<file path="src/rtl/id_ex_reg_if.sv">
`default_nettype none
// ============================================================================
// Module   : id_ex_reg_if
// Brief    : ID->EX pipeline bus: ID fields, WB bypass source, EX fields, stall.
// Revision : 1.0
// ============================================================================
interface id_ex_reg_if #(
    parameter int DATA_W = 64
);
    logic              enable;
    logic              flush;

    logic [DATA_W-1:0] pc_ID;
    logic [DATA_W-1:0] rdata1_ID;
    logic [DATA_W-1:0] rdata2_ID;
    logic [DATA_W-1:0] imm_ID;
    logic [4:0]        rs1_ID;
    logic [4:0]        rs2_ID;
    logic [4:0]        rd_ID;
    logic              reg_write_ID;
    logic              mem_read_ID;
    logic              mem_write_ID;
    logic              mem_2_reg_ID;
    logic              alu_src_ID;
    logic              branch_ID;
    logic              jump_ID;
    logic [1:0]        alu_op_ID;
    logic [3:0]        func_ID;

    logic              reg_write_M_WB;
    logic [4:0]        rd_M_WB;
    logic [DATA_W-1:0] wb_data_M_WB;

    logic [DATA_W-1:0] pc_ID_EX;
    logic [DATA_W-1:0] rdata1_ID_EX;
    logic [DATA_W-1:0] rdata2_ID_EX;
    logic [DATA_W-1:0] imm_ID_EX;
    logic [4:0]        rs1_ID_EX;
    logic [4:0]        rs2_ID_EX;
    logic [4:0]        rd_ID_EX;
    logic              reg_write_ID_EX;
    logic              mem_read_ID_EX;
    logic              mem_write_ID_EX;
    logic              mem_2_reg_ID_EX;
    logic              alu_src_ID_EX;
    logic              branch_ID_EX;
    logic              jump_ID_EX;
    logic [1:0]        alu_op_ID_EX;
    logic [3:0]        func_ID_EX;
    logic              valid_ID_EX;
    logic              load_use_stall;
    logic [15:0]       bubble_count;

    modport master (
        output enable, flush,
        output pc_ID, rdata1_ID, rdata2_ID, imm_ID, rs1_ID, rs2_ID, rd_ID,
        output reg_write_ID, mem_read_ID, mem_write_ID, mem_2_reg_ID,
        output alu_src_ID, branch_ID, jump_ID, alu_op_ID, func_ID,
        output reg_write_M_WB, rd_M_WB, wb_data_M_WB,
        input  pc_ID_EX, rdata1_ID_EX, rdata2_ID_EX, imm_ID_EX,
        input  rs1_ID_EX, rs2_ID_EX, rd_ID_EX,
        input  reg_write_ID_EX, mem_read_ID_EX, mem_write_ID_EX, mem_2_reg_ID_EX,
        input  alu_src_ID_EX, branch_ID_EX, jump_ID_EX, alu_op_ID_EX, func_ID_EX,
        input  valid_ID_EX, load_use_stall, bubble_count
    );

    modport slave (
        input  enable, flush,
        input  pc_ID, rdata1_ID, rdata2_ID, imm_ID, rs1_ID, rs2_ID, rd_ID,
        input  reg_write_ID, mem_read_ID, mem_write_ID, mem_2_reg_ID,
        input  alu_src_ID, branch_ID, jump_ID, alu_op_ID, func_ID,
        input  reg_write_M_WB, rd_M_WB, wb_data_M_WB,
        output pc_ID_EX, rdata1_ID_EX, rdata2_ID_EX, imm_ID_EX,
        output rs1_ID_EX, rs2_ID_EX, rd_ID_EX,
        output reg_write_ID_EX, mem_read_ID_EX, mem_write_ID_EX, mem_2_reg_ID_EX,
        output alu_src_ID_EX, branch_ID_EX, jump_ID_EX, alu_op_ID_EX, func_ID_EX,
        output valid_ID_EX, load_use_stall, bubble_count
    );
endinterface
`default_nettype wire

</file>
<file path="src/rtl/id_ex_reg.sv">
`default_nettype none
// ============================================================================
// Module   : id_ex_reg
// Brief    : ID/EX pipeline register with load-use bubble insertion and WB bypass.
// Revision : 1.0
// ============================================================================
module id_ex_reg #(
    parameter int DATA_W = 64
) (
    input  wire               clk,
    input  wire               arst_n,
    id_ex_reg_if.slave        bus
);
    localparam logic [15:0] c_CNT_MAX = 16'hFFFF;

    logic [DATA_W-1:0] r_pc;
    logic [DATA_W-1:0] r_rdata1;
    logic [DATA_W-1:0] r_rdata2;
    logic [DATA_W-1:0] r_imm;
    logic [4:0]        r_rs1;
    logic [4:0]        r_rs2;
    logic [4:0]        r_rd;
    logic              r_reg_write;
    logic              r_mem_read;
    logic              r_mem_write;
    logic              r_mem_2_reg;
    logic              r_alu_src;
    logic              r_branch;
    logic              r_jump;
    logic [1:0]        r_alu_op;
    logic [3:0]        r_func;
    logic              r_valid;
    logic [15:0]       r_bubble_count;

    logic              w_stall;
    logic              w_bubble;
    logic              w_byp1;
    logic              w_byp2;
    logic [DATA_W-1:0] w_rdata1;
    logic [DATA_W-1:0] w_rdata2;

    // A flush overrides the hazard so redirected wrong-path loads never stall.
    assign w_stall  = r_valid && r_mem_read && (r_rd != 5'd0)
                      && ((r_rd == bus.rs1_ID) || (r_rd == bus.rs2_ID))
                      && !bus.flush;
    assign w_bubble = bus.flush || w_stall;

    assign w_byp1   = bus.reg_write_M_WB && (bus.rd_M_WB != 5'd0) && (bus.rd_M_WB == bus.rs1_ID);
    assign w_byp2   = bus.reg_write_M_WB && (bus.rd_M_WB != 5'd0) && (bus.rd_M_WB == bus.rs2_ID);
    assign w_rdata1 = w_byp1 ? bus.wb_data_M_WB : bus.rdata1_ID;
    assign w_rdata2 = w_byp2 ? bus.wb_data_M_WB : bus.rdata2_ID;

    always_ff @(posedge clk or negedge arst_n) begin
        if (!arst_n) begin
            r_pc           <= '0;
            r_rdata1       <= '0;
            r_rdata2       <= '0;
            r_imm          <= '0;
            r_rs1          <= '0;
            r_rs2          <= '0;
            r_rd           <= '0;
            r_reg_write    <= 1'b0;
            r_mem_read     <= 1'b0;
            r_mem_write    <= 1'b0;
            r_mem_2_reg    <= 1'b0;
            r_alu_src      <= 1'b0;
            r_branch       <= 1'b0;
            r_jump         <= 1'b0;
            r_alu_op       <= '0;
            r_func         <= '0;
            r_valid        <= 1'b0;
            r_bubble_count <= '0;
        end else if (bus.enable) begin
            if (w_bubble) begin
                r_pc        <= '0;
                r_rdata1    <= '0;
                r_rdata2    <= '0;
                r_imm       <= '0;
                r_rs1       <= '0;
                r_rs2       <= '0;
                r_rd        <= '0;
                r_reg_write <= 1'b0;
                r_mem_read  <= 1'b0;
                r_mem_write <= 1'b0;
                r_mem_2_reg <= 1'b0;
                r_alu_src   <= 1'b0;
                r_branch    <= 1'b0;
                r_jump      <= 1'b0;
                r_alu_op    <= '0;
                r_func      <= '0;
                r_valid     <= 1'b0;
            end else begin
                r_pc        <= bus.pc_ID;
                r_rdata1    <= w_rdata1;
                r_rdata2    <= w_rdata2;
                r_imm       <= bus.imm_ID;
                r_rs1       <= bus.rs1_ID;
                r_rs2       <= bus.rs2_ID;
                r_rd        <= bus.rd_ID;
                r_reg_write <= bus.reg_write_ID;
                r_mem_read  <= bus.mem_read_ID;
                r_mem_write <= bus.mem_write_ID;
                r_mem_2_reg <= bus.mem_2_reg_ID;
                r_alu_src   <= bus.alu_src_ID;
                r_branch    <= bus.branch_ID;
                r_jump      <= bus.jump_ID;
                r_alu_op    <= bus.alu_op_ID;
                r_func      <= bus.func_ID;
                r_valid     <= 1'b1;
            end
            // Only load-use bubbles are counted; flush bubbles are not.
            if (w_stall && (r_bubble_count != c_CNT_MAX)) begin
                r_bubble_count <= r_bubble_count + 16'd1;
            end
        end
    end

    assign bus.pc_ID_EX        = r_pc;
    assign bus.rdata1_ID_EX    = r_rdata1;
    assign bus.rdata2_ID_EX    = r_rdata2;
    assign bus.imm_ID_EX       = r_imm;
    assign bus.rs1_ID_EX       = r_rs1;
    assign bus.rs2_ID_EX       = r_rs2;
    assign bus.rd_ID_EX        = r_rd;
    assign bus.reg_write_ID_EX = r_reg_write;
    assign bus.mem_read_ID_EX  = r_mem_read;
    assign bus.mem_write_ID_EX = r_mem_write;
    assign bus.mem_2_reg_ID_EX = r_mem_2_reg;
    assign bus.alu_src_ID_EX   = r_alu_src;
    assign bus.branch_ID_EX    = r_branch;
    assign bus.jump_ID_EX      = r_jump;
    assign bus.alu_op_ID_EX    = r_alu_op;
    assign bus.func_ID_EX      = r_func;
    assign bus.valid_ID_EX     = r_valid;
    assign bus.load_use_stall  = w_stall;
    assign bus.bubble_count    = r_bubble_count;
endmodule
`default_nettype wire
</file>
<file path="src/flat_wrapper.sv">
// flat-port wrapper written by rule: the top's interface ports become plain ports
module id_ex_reg_flat 
#(
    parameter int DATA_W = 64
)
  (clk, arst_n, bus_enable, bus_flush, bus_pc_ID, bus_rdata1_ID, bus_rdata2_ID, bus_imm_ID, bus_rs1_ID, bus_rs2_ID, bus_rd_ID, bus_reg_write_ID, bus_mem_read_ID, bus_mem_write_ID, bus_mem_2_reg_ID, bus_alu_src_ID, bus_branch_ID, bus_jump_ID, bus_alu_op_ID, bus_func_ID, bus_reg_write_M_WB, bus_rd_M_WB, bus_wb_data_M_WB, bus_pc_ID_EX, bus_rdata1_ID_EX, bus_rdata2_ID_EX, bus_imm_ID_EX, bus_rs1_ID_EX, bus_rs2_ID_EX, bus_rd_ID_EX, bus_reg_write_ID_EX, bus_mem_read_ID_EX, bus_mem_write_ID_EX, bus_mem_2_reg_ID_EX, bus_alu_src_ID_EX, bus_branch_ID_EX, bus_jump_ID_EX, bus_alu_op_ID_EX, bus_func_ID_EX, bus_valid_ID_EX, bus_load_use_stall, bus_bubble_count);
  id_ex_reg_if #(.DATA_W(DATA_W)) bus_i ();
  input  wire clk;
  input  wire arst_n;
  input wire logic [$bits(bus_i.enable)-1:0] bus_enable;
  input wire logic [$bits(bus_i.flush)-1:0] bus_flush;
  input wire logic [$bits(bus_i.pc_ID)-1:0] bus_pc_ID;
  input wire logic [$bits(bus_i.rdata1_ID)-1:0] bus_rdata1_ID;
  input wire logic [$bits(bus_i.rdata2_ID)-1:0] bus_rdata2_ID;
  input wire logic [$bits(bus_i.imm_ID)-1:0] bus_imm_ID;
  input wire logic [$bits(bus_i.rs1_ID)-1:0] bus_rs1_ID;
  input wire logic [$bits(bus_i.rs2_ID)-1:0] bus_rs2_ID;
  input wire logic [$bits(bus_i.rd_ID)-1:0] bus_rd_ID;
  input wire logic [$bits(bus_i.reg_write_ID)-1:0] bus_reg_write_ID;
  input wire logic [$bits(bus_i.mem_read_ID)-1:0] bus_mem_read_ID;
  input wire logic [$bits(bus_i.mem_write_ID)-1:0] bus_mem_write_ID;
  input wire logic [$bits(bus_i.mem_2_reg_ID)-1:0] bus_mem_2_reg_ID;
  input wire logic [$bits(bus_i.alu_src_ID)-1:0] bus_alu_src_ID;
  input wire logic [$bits(bus_i.branch_ID)-1:0] bus_branch_ID;
  input wire logic [$bits(bus_i.jump_ID)-1:0] bus_jump_ID;
  input wire logic [$bits(bus_i.alu_op_ID)-1:0] bus_alu_op_ID;
  input wire logic [$bits(bus_i.func_ID)-1:0] bus_func_ID;
  input wire logic [$bits(bus_i.reg_write_M_WB)-1:0] bus_reg_write_M_WB;
  input wire logic [$bits(bus_i.rd_M_WB)-1:0] bus_rd_M_WB;
  input wire logic [$bits(bus_i.wb_data_M_WB)-1:0] bus_wb_data_M_WB;
  output wire logic [$bits(bus_i.pc_ID_EX)-1:0] bus_pc_ID_EX;
  output wire logic [$bits(bus_i.rdata1_ID_EX)-1:0] bus_rdata1_ID_EX;
  output wire logic [$bits(bus_i.rdata2_ID_EX)-1:0] bus_rdata2_ID_EX;
  output wire logic [$bits(bus_i.imm_ID_EX)-1:0] bus_imm_ID_EX;
  output wire logic [$bits(bus_i.rs1_ID_EX)-1:0] bus_rs1_ID_EX;
  output wire logic [$bits(bus_i.rs2_ID_EX)-1:0] bus_rs2_ID_EX;
  output wire logic [$bits(bus_i.rd_ID_EX)-1:0] bus_rd_ID_EX;
  output wire logic [$bits(bus_i.reg_write_ID_EX)-1:0] bus_reg_write_ID_EX;
  output wire logic [$bits(bus_i.mem_read_ID_EX)-1:0] bus_mem_read_ID_EX;
  output wire logic [$bits(bus_i.mem_write_ID_EX)-1:0] bus_mem_write_ID_EX;
  output wire logic [$bits(bus_i.mem_2_reg_ID_EX)-1:0] bus_mem_2_reg_ID_EX;
  output wire logic [$bits(bus_i.alu_src_ID_EX)-1:0] bus_alu_src_ID_EX;
  output wire logic [$bits(bus_i.branch_ID_EX)-1:0] bus_branch_ID_EX;
  output wire logic [$bits(bus_i.jump_ID_EX)-1:0] bus_jump_ID_EX;
  output wire logic [$bits(bus_i.alu_op_ID_EX)-1:0] bus_alu_op_ID_EX;
  output wire logic [$bits(bus_i.func_ID_EX)-1:0] bus_func_ID_EX;
  output wire logic [$bits(bus_i.valid_ID_EX)-1:0] bus_valid_ID_EX;
  output wire logic [$bits(bus_i.load_use_stall)-1:0] bus_load_use_stall;
  output wire logic [$bits(bus_i.bubble_count)-1:0] bus_bubble_count;
  assign bus_i.enable = bus_enable;
  assign bus_i.flush = bus_flush;
  assign bus_i.pc_ID = bus_pc_ID;
  assign bus_i.rdata1_ID = bus_rdata1_ID;
  assign bus_i.rdata2_ID = bus_rdata2_ID;
  assign bus_i.imm_ID = bus_imm_ID;
  assign bus_i.rs1_ID = bus_rs1_ID;
  assign bus_i.rs2_ID = bus_rs2_ID;
  assign bus_i.rd_ID = bus_rd_ID;
  assign bus_i.reg_write_ID = bus_reg_write_ID;
  assign bus_i.mem_read_ID = bus_mem_read_ID;
  assign bus_i.mem_write_ID = bus_mem_write_ID;
  assign bus_i.mem_2_reg_ID = bus_mem_2_reg_ID;
  assign bus_i.alu_src_ID = bus_alu_src_ID;
  assign bus_i.branch_ID = bus_branch_ID;
  assign bus_i.jump_ID = bus_jump_ID;
  assign bus_i.alu_op_ID = bus_alu_op_ID;
  assign bus_i.func_ID = bus_func_ID;
  assign bus_i.reg_write_M_WB = bus_reg_write_M_WB;
  assign bus_i.rd_M_WB = bus_rd_M_WB;
  assign bus_i.wb_data_M_WB = bus_wb_data_M_WB;
  assign bus_pc_ID_EX = bus_i.pc_ID_EX;
  assign bus_rdata1_ID_EX = bus_i.rdata1_ID_EX;
  assign bus_rdata2_ID_EX = bus_i.rdata2_ID_EX;
  assign bus_imm_ID_EX = bus_i.imm_ID_EX;
  assign bus_rs1_ID_EX = bus_i.rs1_ID_EX;
  assign bus_rs2_ID_EX = bus_i.rs2_ID_EX;
  assign bus_rd_ID_EX = bus_i.rd_ID_EX;
  assign bus_reg_write_ID_EX = bus_i.reg_write_ID_EX;
  assign bus_mem_read_ID_EX = bus_i.mem_read_ID_EX;
  assign bus_mem_write_ID_EX = bus_i.mem_write_ID_EX;
  assign bus_mem_2_reg_ID_EX = bus_i.mem_2_reg_ID_EX;
  assign bus_alu_src_ID_EX = bus_i.alu_src_ID_EX;
  assign bus_branch_ID_EX = bus_i.branch_ID_EX;
  assign bus_jump_ID_EX = bus_i.jump_ID_EX;
  assign bus_alu_op_ID_EX = bus_i.alu_op_ID_EX;
  assign bus_func_ID_EX = bus_i.func_ID_EX;
  assign bus_valid_ID_EX = bus_i.valid_ID_EX;
  assign bus_load_use_stall = bus_i.load_use_stall;
  assign bus_bubble_count = bus_i.bubble_count;
  id_ex_reg #(.DATA_W(DATA_W)) u_core (.clk(clk), .arst_n(arst_n), .bus(bus_i));
endmodule
</file>
<file path="config.mk">
export PLATFORM = sky130hd
export DESIGN_NAME = id_ex_reg_flat
export DESIGN_NICKNAME = d
export VERILOG_FILES = /design/src/rtl/id_ex_reg_if.sv /design/src/rtl/id_ex_reg.sv /design/src/flat_wrapper.sv
export SDC_FILE = /design/constraint.sdc
export NUM_CORES = 1
export LEC_CHECK = 0
export ABC_AREA = 1
export BUFFER_PORTS_ARGS = -buffer_cell sky130_fd_sc_hd__buf_2
export CORE_AREA = 2 2 255 257
export CTS_CLUSTER_SIZE = 40
export DETAILED_ROUTE_END_ITERATION = 8
export DIE_AREA = 0 0 257 259
export PLACE_DENSITY = 0.54
export SYNTH_ARGS = -nofsm -noshare
export SYNTH_HDL_FRONTEND = slang
export SYNTH_SLANG_ARGS = --single-unit
</file>
<file path="constraint.sdc">
create_clock -name clk -period 1.8 [get_ports clk]
set_clock_uncertainty 0.05 [all_clocks]
set_input_delay 0.27 -clock clk [delete_from_list [all_inputs] [get_ports clk]]
set_output_delay 0.27 -clock clk [all_outputs]
set_load 0.02 [all_outputs]
</file>
==> metrics.txt, run 1 <==
status=finished with violations; violations in the final reports=negative setup slack; Die Height=about 260 um; first-pass iteration count of the detailed router=5; mean number of vias per cell=4.29; fin crit share=115%; worst hold path class=in2reg; worst hold stages=5; Synth area leader=dfrtp_1; H-tree depth=2; switching component of the power=around 5600 uW; unrepaired setup endpoints after global routing=yes; final hold vios=0; max-slew violation count=0; source-to-sink clock delay at the later pin of the worst-skew pair=about 0.53 ns; achievable frequency=~0.48 GHz; share of power burned in registers=roughly 41%; final setup vio count=285; Total Die Area=~67,000 sq um; proportion of layout cells with a drive suffix above 1=between 30% and 40%; count of synthesis-stage warnings from yosys=0; ys flop type=dfrtp_1; number of maximum-capacitance violations=0; filler cell count=6,502; Synth async-reset ratio=100%; die outline width=257 um; switching part of the total=between 30% and 40%; worst endpoint data arrival time=between 2 and 2.5 ns; critical path startpoint category=register; leftover overflow at the end of global routing=0; Rows=slightly above 90; standby leakage power=0.0136 uW; Final #Nets=roughly 3,200; pwr dens=between 700 and 800 nW/um^2; share of total power in combinational logic=between 20 and 25%; TritonCTS clock tree=done; largest net degree at the start of global routing=between 100 and 150; most common library cells after synthesis=nand2_1 (1,162), dfrtp_1 (301), nand3_1 (157); Port-buffer cells=roughly 660; synthesis-to-finish area growth=70.6%; number of flip-flops and latches in the synthesized netlist=301; worst voltage drop across the vdd grid=approximately 640 uV; final worst setup slack=-0.273 ns; Final Util=between 30 and 40%; clock network fraction of design power=a little over a third; final instance area=~24,000 sq um; DRT Wirelength=62.4 mm; ANT nets after route=0; placer congestion estimate=between 0.8 and 0.9; antenna violations before repair=6; IO Pins=between 600 and 700; Avg Cell Area, Syn=7.59 sq um; path depth of the worst reg2reg path=15; transition at the pin with the smallest max-transition slack=0.745 ns; number of enable-type register cells in the synthesized netlist=0; area of the core region=between 60,000 and 70,000 sq um; share of synthesized area occupied by flip-flops and latches=53.9%; drt wl/cell=16.7 um; violation count after the first detailed-routing iteration=1,259; summed negative setup slack over all endpoints=-47.47 ns; number of unique standard cell types used by synthesis=23; classification of the worst setup path=reg2reg; largest fanout on the critical path=8; biggest area contributors in the synthesized netlist=dfrtp_1 (54%), nand2_1 (31%), nand3_1 (5.6%); CTS Buf Count=35; clock-pin slew of the registers on the worst-case setup and hold paths=roughly 0.06 ns; shortest clock period the worst path allows after layout=roughly 2.1 ns; gr usage total=between 15 and 20%; CTS sink cnt=roughly 300; proportion of netlist area held by the largest area contributor=a little over half; Initial Util=21.9%; maximum count of clock buffers along a single path=3; Slew headroom=~50%; most common cell in the netlist=nand2_1; required time at the worst-slack endpoint=between 2 and 2.5 ns; total cell area at the placement stage=approximately 19,000 sq um; post-synthesis instance area=around 14,000 sq um; global-route wire length before repair=roughly 94 mm; total via count after detailed routing=16,045; register-to-register setup slack=-0.27 ns; number of instances in the synthesized netlist=~1,800; DRC violation count after routing=0; number of global-route vias before repair=about 16,000; internal power component=around 13,000 uW; clk root buf=clkbuf_16; Worst Setup End Kind=register; post-synthesis net count=2,199; final HPWL from detailed placement=around 42 mm
-- final cells by class --
class	count	area, sq um	area share [%]
Inverter	40	158	0.662
Clock buffer	51	1020	4.27
Multi-Input combinational cell	1393	5740	24.1
Timing Repair Buffer	1091	8260	34.7
Sequential cell	301	7540	31.6
Antenna cell	2	5.00	0.0210
Tap cell	855	1070	4.49
Clock inverter	5	31.3	0.131
-- kinds of logic (layout without fill, tap and decap cells) --
group / count (synthesis) / after routing / synth area share [%]
compound gates: 18 / 18 / 0.932
xor+xnor: 16 / 16 / 1.00
fa+ha+maj: 1 / 1 / 0.0896
buf+inv: 146 / 1187 / 5.70
flops: 301 / 301 / 53.9
other cells: 0 / 2 / 0
simple gates: 1358 / 1358 / 38.3
-- placed cells by master, fill, tap and decap left out, types with 10 or more instances in the layout --
master,instances
nand3_1,154
buf_16,11
o21bai_1,16
buf_2,657
buf_12,36
dlygate4sd3_1,282
nor2_1,21
nand2_1,1144
xor2_1,10
nand2_2,15
clkbuf_1,10
buf_6,12
clkbuf_16,44
buf_4,70
buf_8,13
inv_1,34
dfrtp_1,296
-- critical path, cell delays in order, from the launching register on --
cell and delay [ns]:
dfrtp_2 0.44, nor2_1 0.11, nor2_1 0.05, nor2_1 0.08
nand3_1 0.09, nand2_2 0.11, buf_4 0.12, nand2_2 0.05
nand2_4 0.07, nor2_4 0.04, buf_12 0.15, buf_12 0.14
buf_16 0.14, buf_12 0.14, nand2_1 0.11, nand2_1 0.07
-- worst paths after layout --
| path | startpoint | to |
|---|---|---|
| worst max-delay path | u_core.bus.rd_ID_EX[0]$_DFFE_PN0P_ | u_core.bus.rdata2_ID_EX[40]$_DFFE_PN0P_ |
| worst min-delay path | bus_rdata1_ID[18] | u_core.bus.rdata1_ID_EX[18]$_DFFE_PN0P_ |
| worst max register to register | u_core.bus.rd_ID_EX[0]$_DFFE_PN0P_ | u_core.bus.rdata2_ID_EX[40]$_DFFE_PN0P_ |
| worst min register to register | u_core.bus.pc_ID_EX[9]$_DFFE_PN0P_ | u_core.bus.pc_ID_EX[9]$_DFFE_PN0P_ |
| max in group asynchronous | arst_n | u_core.bus.rdata1_ID_EX[2]$_DFFE_PN0P_ |
| min in group asynchronous | arst_n | u_core.bus.rdata1_ID_EX[34]$_DFFE_PN0P_ |
-- per-layer routing --
metal | share of wire, % | routed length, um | global-route usage (%) | vias to the layer above
met2 | 49 | 30400 | 31.2 | 740
met1 | 41 | 25300 | 21.5 | 7473
met5 | 0.034 | 21 | 0 | -
met3 | 6.4 | 4000 | 3.56 | 134
li1 | - | - | - | 7694
met4 | 4.3 | 2650 | 7.93 | 4
-- metrics by stage --
step                      power (uW)  std cells  hold slack (ns)  setup slack [ns]
after global routing           19500       3738           0.0221            -0.384
after floorplan                 9300       1840          -0.0756            0.0364
after CTS                      18700       3721         0.000859            -0.330
after detailed placement       11100       3359            0.213            -0.122
after global placement         11100       3359            0.215            -0.103
final                          18600       3738           0.0371            -0.273
-- timing repair --
action                                  CTS  global route
setup buffers                            12            10
resized for setup                        35            44
hold buffers                            282             0
pin swaps                                 6             9
cloned                                   12             7
endpoints found under the setup margin  260           301
hold endpoints to repair                303             0
-- state kept, by name, summed over array words and instances (netlist names), 4 cells and up --
register	cells
u_core.bus.rs1_ID_EX	5
u_core.bus.func_ID_EX	4
u_core.bus.rd_ID_EX	5
u_core.bus.bubble_count	16
u_core.bus.imm_ID_EX	64
u_core.bus.rs2_ID_EX	5
u_core.bus.rdata2_ID_EX	64
u_core.bus.rdata1_ID_EX	64
u_core.bus.pc_ID_EX	64
-- power by group through the flow --
stage / Clock, uW / Combinational [uW] / Sequential, uW
after floorplan: 0 / 985 / 8310
after global placement: 0 / 3420 / 7700
after detailed placement: 0 / 3430 / 7680
after CTS: 7020 / 4110 / 7590
after global routing: 7310 / 4530 / 7650
final: 6800 / 4190 / 7600
Note: power is estimated with default switching activity, not from simulation.
==> run 2: changes to the inputs <==
- ABC_AREA: 1 -> default
- PLACE_DENSITY: 0.54 -> 0.51
==> metrics.txt, run 2 <==
critical path startpoint category=register; final HPWL from detailed placement=38.1 mm (-9.9%); pwr dens=778 nW/um^2 (-0.32%); Rows=93 (unchanged); final worst setup slack=-0.594 ns (-0.321 ns); violation count after the first detailed-routing iteration=569 (-55%); antenna violations before repair=2 (-4); placer congestion estimate=0.949 (+6.7%); area of the core region=63,900 sq um (unchanged); global-route track usage on met3=3.30% (-0.26 points); Synth async-reset ratio=100% (unchanged); worst voltage drop across the vdd grid=441 uV (-31%); grt met2 use=28.3% (-2.8 points); post-synthesis net count=1,252 (-43%); post-synthesis instance area=12,400 sq um (-11%); global-route wire length before repair=81.0 mm (-14%); ANT nets after route=0 (unchanged); first-pass iteration count of the detailed router=5 (unchanged); transition at the pin with the smallest max-transition slack=0.658 ns (-0.0870 ns); count of synthesis-stage warnings from yosys=0 (unchanged); worst endpoint data arrival time=2.07 ns (-0.36 ns); final setup vio count=302 (+6.0%); proportion of netlist area held by the largest area contributor=60.5% (+6.6 points); gr usage total=15.5% (-2.5 points); total via count after detailed routing=12,758 (-20%); shortest clock period the worst path allows after layout=2.39 ns (+0.321 ns); number of flip-flops and latches in the synthesized netlist=301 (unchanged); switching component of the power=5670 uW (+1.2%); top library cells by usage in the layout, fill and taps aside=buf_2 (657), dlygate4sd3_1 (327), dfrtp_1 (291); status=finished with violations; largest fanout on the critical path=5 (-3); Initial Util=19.5% (-2.4 points); switching part of the total=29.2% (-0.91 points); CTS Buf Count=35 (unchanged); maximum count of clock buffers along a single path=3 (unchanged); IO Pins=660 (unchanged); Avg Cell Area, Syn=13.9 sq um (+84%); H-tree depth=2 (unchanged); number of global-route vias before repair=13,854 (-15%); Total Die Area=66,600 sq um (unchanged); required time at the worst-slack endpoint=1.48 ns (-0.68 ns); number of unique standard cell types used by synthesis=35 (+52%); worst hold path class=in2reg; final hold vios=0 (unchanged); number of maximum-capacitance violations=0 (unchanged); TritonCTS clock tree=done; standby leakage power=0.0118 uW (-13%); clock-pin slew of the registers on the worst-case setup and hold paths=0.06 ns (about the same); biggest area contributors in the synthesized netlist=dfrtp_1 (61%), a22o_1 (11%), mux2i_1 (10%); internal power component=13,700 uW (+5.7%); most common cell in the netlist=dfrtp_1; total power after layout=19,400 uW (+4.4%); mean number of vias per cell=4.41 (+2.7%); Slew headroom=56.1% (+5.8 points); busiest layer in global routing=met2; CTS sink cnt=301 (unchanged); proportion of layout cells with a drive suffix above 1=51.4% (+20 points); post-place setup slack=-0.345 ns (-0.223 ns); max-slew violation count=0 (unchanged); source-to-sink clock delay at the later pin of the worst-skew pair=0.54 ns (about the same); Final #Nets=2,374 (-26%); unrepaired setup endpoints after global routing=yes; Worst Setup End Kind=output port; die outline width=257 um (unchanged); achievable frequency=0.418 GHz (-13%); share of total power in combinational logic=22.8% (+0.2 points); DRC violation count after routing=0 (unchanged); share of power burned in registers=39.8% (-1.1 points); number of enable-type register cells in the synthesized netlist=0 (unchanged); largest net degree at the start of global routing=77 (-41%); ys flop type=dfrtp_1; classification of the worst setup path=reg2out; number of instances in the synthesized netlist=893 (-51%); met1 usage in global routing=17.6% (-3.8 points); violations in the final reports=negative setup slack; Synth area leader=dfrtp_1; drt wl/cell=20.0 um (+20%); fin crit share=133% (+18 points); DRT Wirelength=57.9 mm (-7.1%); leading cell type in the layout, fill and taps excluded=buf_2; leftover overflow at the end of global routing=0 (unchanged); clk root buf=clkbuf_16; Port-buffer cells=659 (unchanged); clock network fraction of design power=37.4% (+0.8 points); most common library cells after synthesis=dfrtp_1 (301), a22o_1 (156), mux2i_1 (128), o2bb2ai_1 (128), clkbuf_1 (34); synthesis-to-finish area growth=100%; Die Height=259 um (unchanged); share of synthesized area occupied by flip-flops and latches=60.5% (+6.6 points)
## run 2: changes by cell type in the layout (fill, tap and decap cells not counted), moves of 18 or more
cell,before,now
nand2_1,1144,5
xor2_1,10,28
o2bb2ai_2,0,55
nand3_1,154,8
dlygate4sd3_1,282,327
o2bb2ai_4,0,73
a22o_1,0,156
mux2i_1,0,128
buf_4,70,100
inv_1,34,0
## run 2: kinds of logic (layout without fill, tap and decap cells)
family / after synthesis / count (layout) / share of synthesized area, %
other: 0 / 1 / 0
adder cells (fa/ha/maj): 1 / 1 / 0.101
XOR/XNOR: 34 / 34 / 2.39
AND/OR/NAND/NOR: 53 / 53 / 2.41
buffers and inverters: 80 / 1226 / 3.49
AO/OA/AOI/OAI: 294 / 294 / 20.6
flip-flops: 301 / 301 / 60.5
multiplexers: 130 / 130 / 10.5
## run 2: timing repair
item                                    in CTS  in global routing
gates resized for setup                     93                177
hold buffers                               327                  0
pin swaps                                    3                109
endpoints found under the setup margin     302                302
gates cloned                                 9                 13
hold endpoints to repair                   312                  0
buffers inserted                             5                 12
## run 2: per-stage QoR
| stage | area, sq um | hold WS, ns | std cells | utilization, % | TNS [ns] |
|---|---|---|---|---|---|
| detailed placement | 17900 | 0.239 | 2469 | 28.0 | -62.07 |
| global placement | 17900 | 0.236 | 2469 | 28.0 | -54.43 |
| CTS | 23100 | 0.000916 | 2871 | 36.2 | -99.92 |
| finish | 25000 | 0.0607 | 2895 | 39.1 | -115.53 |
| global route | 25000 | 0.0443 | 2895 | 39.1 | -136.00 |
| floorplan | 12700 | -0.0756 | 893 | - | -44.11 |
## run 2: final timing paths
| kind | startpoint | to | slack [ns] | cells after the start |
|---|---|---|---|---|
| min reg2reg | u_core.bus.rdata1_ID_EX[35]$_DFFE_PN0P_ | u_core.bus.rdata1_ID_EX[35]$_DFFE_PN0P_ | 0.43 | 1 |
| max in group asynchronous | arst_n | u_core.bus.rd_ID_EX[1]$_DFFE_PN0P_ | 0.73 | 3 |
| min in group asynchronous | arst_n | u_core.bus.rdata1_ID_EX[31]$_DFFE_PN0P_ | 0.28 | 2 |
| min | bus_wb_data_M_WB[35] | u_core.bus.rdata1_ID_EX[35]$_DFFE_PN0P_ | 0.06 | 3 |
| max | u_core.bus.rd_ID_EX[0]$_DFFE_PN0P_ | bus_load_use_stall | -0.59 | 6 |
| max reg2reg | u_core.bus.rd_ID_EX[0]$_DFFE_PN0P_ | u_core.bus.rdata2_ID_EX[35]$_DFFE_PN0P_ | -0.55 | 10 |
## run 2: critical path: stages, from the launching register on
cell	delay [ns]
dfrtp_2	0.44
or4_4	0.54
o211ai_4	0.18
buf_6	0.12
buf_6	0.09
nor3_4	0.03
buf_6	0.12
## run 2: area by class of cell
class,instances,area [sq um]
fill,5957,38900
timing repair buffer,1164,8880
sequential,301,7540
multi-input combinational,512,6290
tap,855,1070
clock buffer,46,977
clock inverter,15,180
inverter,1,11.3
antenna,1,2.50
## run 2: routing by layer
layer / vias to the layer above / share of wire [%]
li1: 5704 / -
met1: 6362 / 39
met2: 588 / 52
met3: 102 / 5.6
met4: 2 / 3.5
met5: - / 0.022
## run 2: power groups by stage
stage	clock [uW]	combinational (uW)	sequential (uW)
after global routing	7750	4670	7760
after CTS	7500	3940	7630
after global placement	0	3120	7730
final	7260	4430	7710
after floorplan	0	870	8330
after detailed placement	0	3160	7710
==> run 3: changes to the inputs <==
- RECOVER_POWER: default -> 25
==> metrics.txt, run 3 (synthesis gave the netlist of run 2 again) <==
CTS Buf Count=35 (unchanged); final HPWL from detailed placement=38.1 mm (unchanged); H-tree depth=2 (unchanged); final worst setup slack=-0.595 ns (-0.00151 ns); fin crit share=133% (about the same); largest net degree at the start of global routing=77 (unchanged); critical path startpoint category=register; status=finished with violations; hold slack final=0.0534 ns (-0.00726 ns); synthesis-to-finish area growth=99.8%; proportion of layout cells with a drive suffix above 1=50.6% (-0.78 points); total power after layout=19,400 uW (about the same); IO Pins=660 (unchanged); total cell area at the placement stage=17,900 sq um (unchanged); Min-Delay Endpoint=u_core.bus.rdata1_ID_EX[35]$_DFFE_PN0P_; standby leakage power=0.0118 uW (-0.56%); transition at the pin with the smallest max-transition slack=1.16 ns (+0.504 ns); Total Die Area=66,600 sq um (unchanged); antenna violations before repair=2 (unchanged); ANT nets after route=0 (unchanged); final hold vios=0 (unchanged); violations in the final reports=negative setup slack; Final #Nets=2,374 (unchanged); Die Height=259 um (unchanged); Worst Setup End Kind=output port; TritonCTS clock tree=done; leading cell type in the layout, fill and taps excluded=buf_2; DRT Wirelength=58.1 mm (+0.22%); Initial Util=19.5% (unchanged); mean number of vias per cell=4.41 (+0.16%); classification of the worst setup path=reg2out; final instance area=24,900 sq um (-0.32%); die outline width=257 um (unchanged); largest fanout on the critical path=5 (unchanged); Final Util=38.9% (-0.13 points); area of the core region=63,900 sq um (unchanged); register-to-register setup slack=-0.56 ns (about the same); placer congestion estimate=0.949 (unchanged); storage element area=7540 sq um (unchanged); gr usage total=15.5% (unchanged); maximum count of clock buffers along a single path=3 (unchanged); worst hold path class=in2reg; achievable frequency=0.417 GHz (about the same); DRC violation count after routing=0 (unchanged); worst endpoint data arrival time=2.08 ns (about the same); shortest clock period the worst path allows after layout=2.40 ns (+0.00151 ns); Finished Layout Cells=2,895 (unchanged); FF-to-FF End=u_core.bus.rdata2_ID_EX[35]$_DFFE_PN0P_; area of the multi-input gates=6290 sq um (unchanged); drt wl/cell=20.1 um (+0.22%); Slew headroom=22.5% (-34 points); path depth of the worst reg2reg path=10 (unchanged); leftover overflow at the end of global routing=0 (unchanged); CTS sink cnt=301 (unchanged); Reg-to-Reg Start=u_core.bus.rd_ID_EX[0]$_DFFE_PN0P_; source-to-sink clock delay at the later pin of the worst-skew pair=0.54 ns (about the same); final setup vio count=302 (unchanged); Port-buffer cells=659 (unchanged); max-slew violation count=0 (unchanged); Placed Instances=2,469 (unchanged); clock-pin slew of the registers on the worst-case setup and hold paths=0.06 ns (about the same); clk root buf=clkbuf_16; startpoint of the most critical hold path=bus_wb_data_M_WB[35]; Rows=93 (unchanged); worst hold stages=3 (unchanged); number of global-route vias before repair=13,854 (unchanged); unrepaired setup endpoints after global routing=yes; top library cells by usage in the layout, fill and taps aside=buf_2 (657), dlygate4sd3_1 (327), dfrtp_1 (291); global-route wire length before repair=81.0 mm (unchanged); first-pass iteration count of the detailed router=5 (unchanged); total via count after detailed routing=12,779 (+0.16%); number of maximum-capacitance violations=0 (unchanged); required time at the worst-slack endpoint=1.48 ns (about the same); filler cell count=5,981 (+0.40%); violation count after the first detailed-routing iteration=653 (+15%); pwr dens=780 nW/um^2 (+0.23%); worst voltage drop across the vdd grid=440 uV (-0.24%)
run 3: area by class of cell:
class / instances / area share, %
antenna: 1 / 0.0101
sequential: 301 / 30.3
timing repair buffer: 1164 / 35.4
multi-input combinational: 512 / 25.3
clock inverter: 15 / 0.724
inverter: 1 / 0.0453
tap: 855 / 4.30
clock buffer: 46 / 3.93
run 3: repair_timing:
action,in CTS,in global routing
hold buffers,327,0
buffers inserted,5,12
pin swaps,3,109
gates resized for setup,93,177
cloned,9,13
endpoints found under the setup margin,302,302
endpoints found under the hold margin,312,0
run 3: worst max path at each step:
stage                                         endpoint                               start
5_1_grt                             bus_load_use_stall  u_core.bus.rd_ID_EX[0]$_DFFE_PN0P_
3_3_place_gp   u_core.bus.rdata1_ID_EX[29]$_DFFE_PN0P_                      bus_rd_M_WB[0]
2_1_floorplan       u_core.bus.rd_ID_EX[1]$_DFFE_PN0P_  u_core.bus.rd_ID_EX[3]$_DFFE_PN0P_
3_5_place_dp   u_core.bus.rdata1_ID_EX[29]$_DFFE_PN0P_                      bus_rd_M_WB[0]
4_1_cts                             bus_load_use_stall  u_core.bus.rd_ID_EX[0]$_DFFE_PN0P_
6_report                            bus_load_use_stall  u_core.bus.rd_ID_EX[0]$_DFFE_PN0P_
run 3: power breakdown:
group | switching, uW | internal [uW]
clock network | 2970 | 4290
registers | 434 | 7280
logic | 2260 | 2150
total | 5670 | 13700
run 3: routing by layer:
| layer | vias up | part of all wire [%] | global-route usage (%) | routed length, um |
|---|---|---|---|---|
| met4 | 2 | 3.6 | 5.75 | 2090 |
| met5 | - | 0.022 | 0 | 13 |
| met2 | 586 | 52 | 28.3 | 29900 |
| met1 | 6383 | 39 | 17.6 | 22700 |
| met3 | 110 | 5.8 | 3.30 | 3360 |
| li1 | 5698 | - | - | - |
run 3: stage by stage:
| stage | TNS (ns) | setup slack (ns) |
|---|---|---|
| after floorplan | -44.11 | -0.182 |
| after global placement | -54.43 | -0.286 |
| after detailed placement | -62.07 | -0.345 |
| after CTS | -99.92 | -0.659 |
| after global routing | -136.00 | -0.675 |
| final | -115.69 | -0.595 |
run 3: worst max-delay path, cell delays in order (launching register included):
cell,delay [ns]
dfrtp_2,0.44
or4_4,0.54
o211ai_4,0.18
buf_6,0.12
buf_6,0.09
nor3_4,0.03
buf_6,0.12
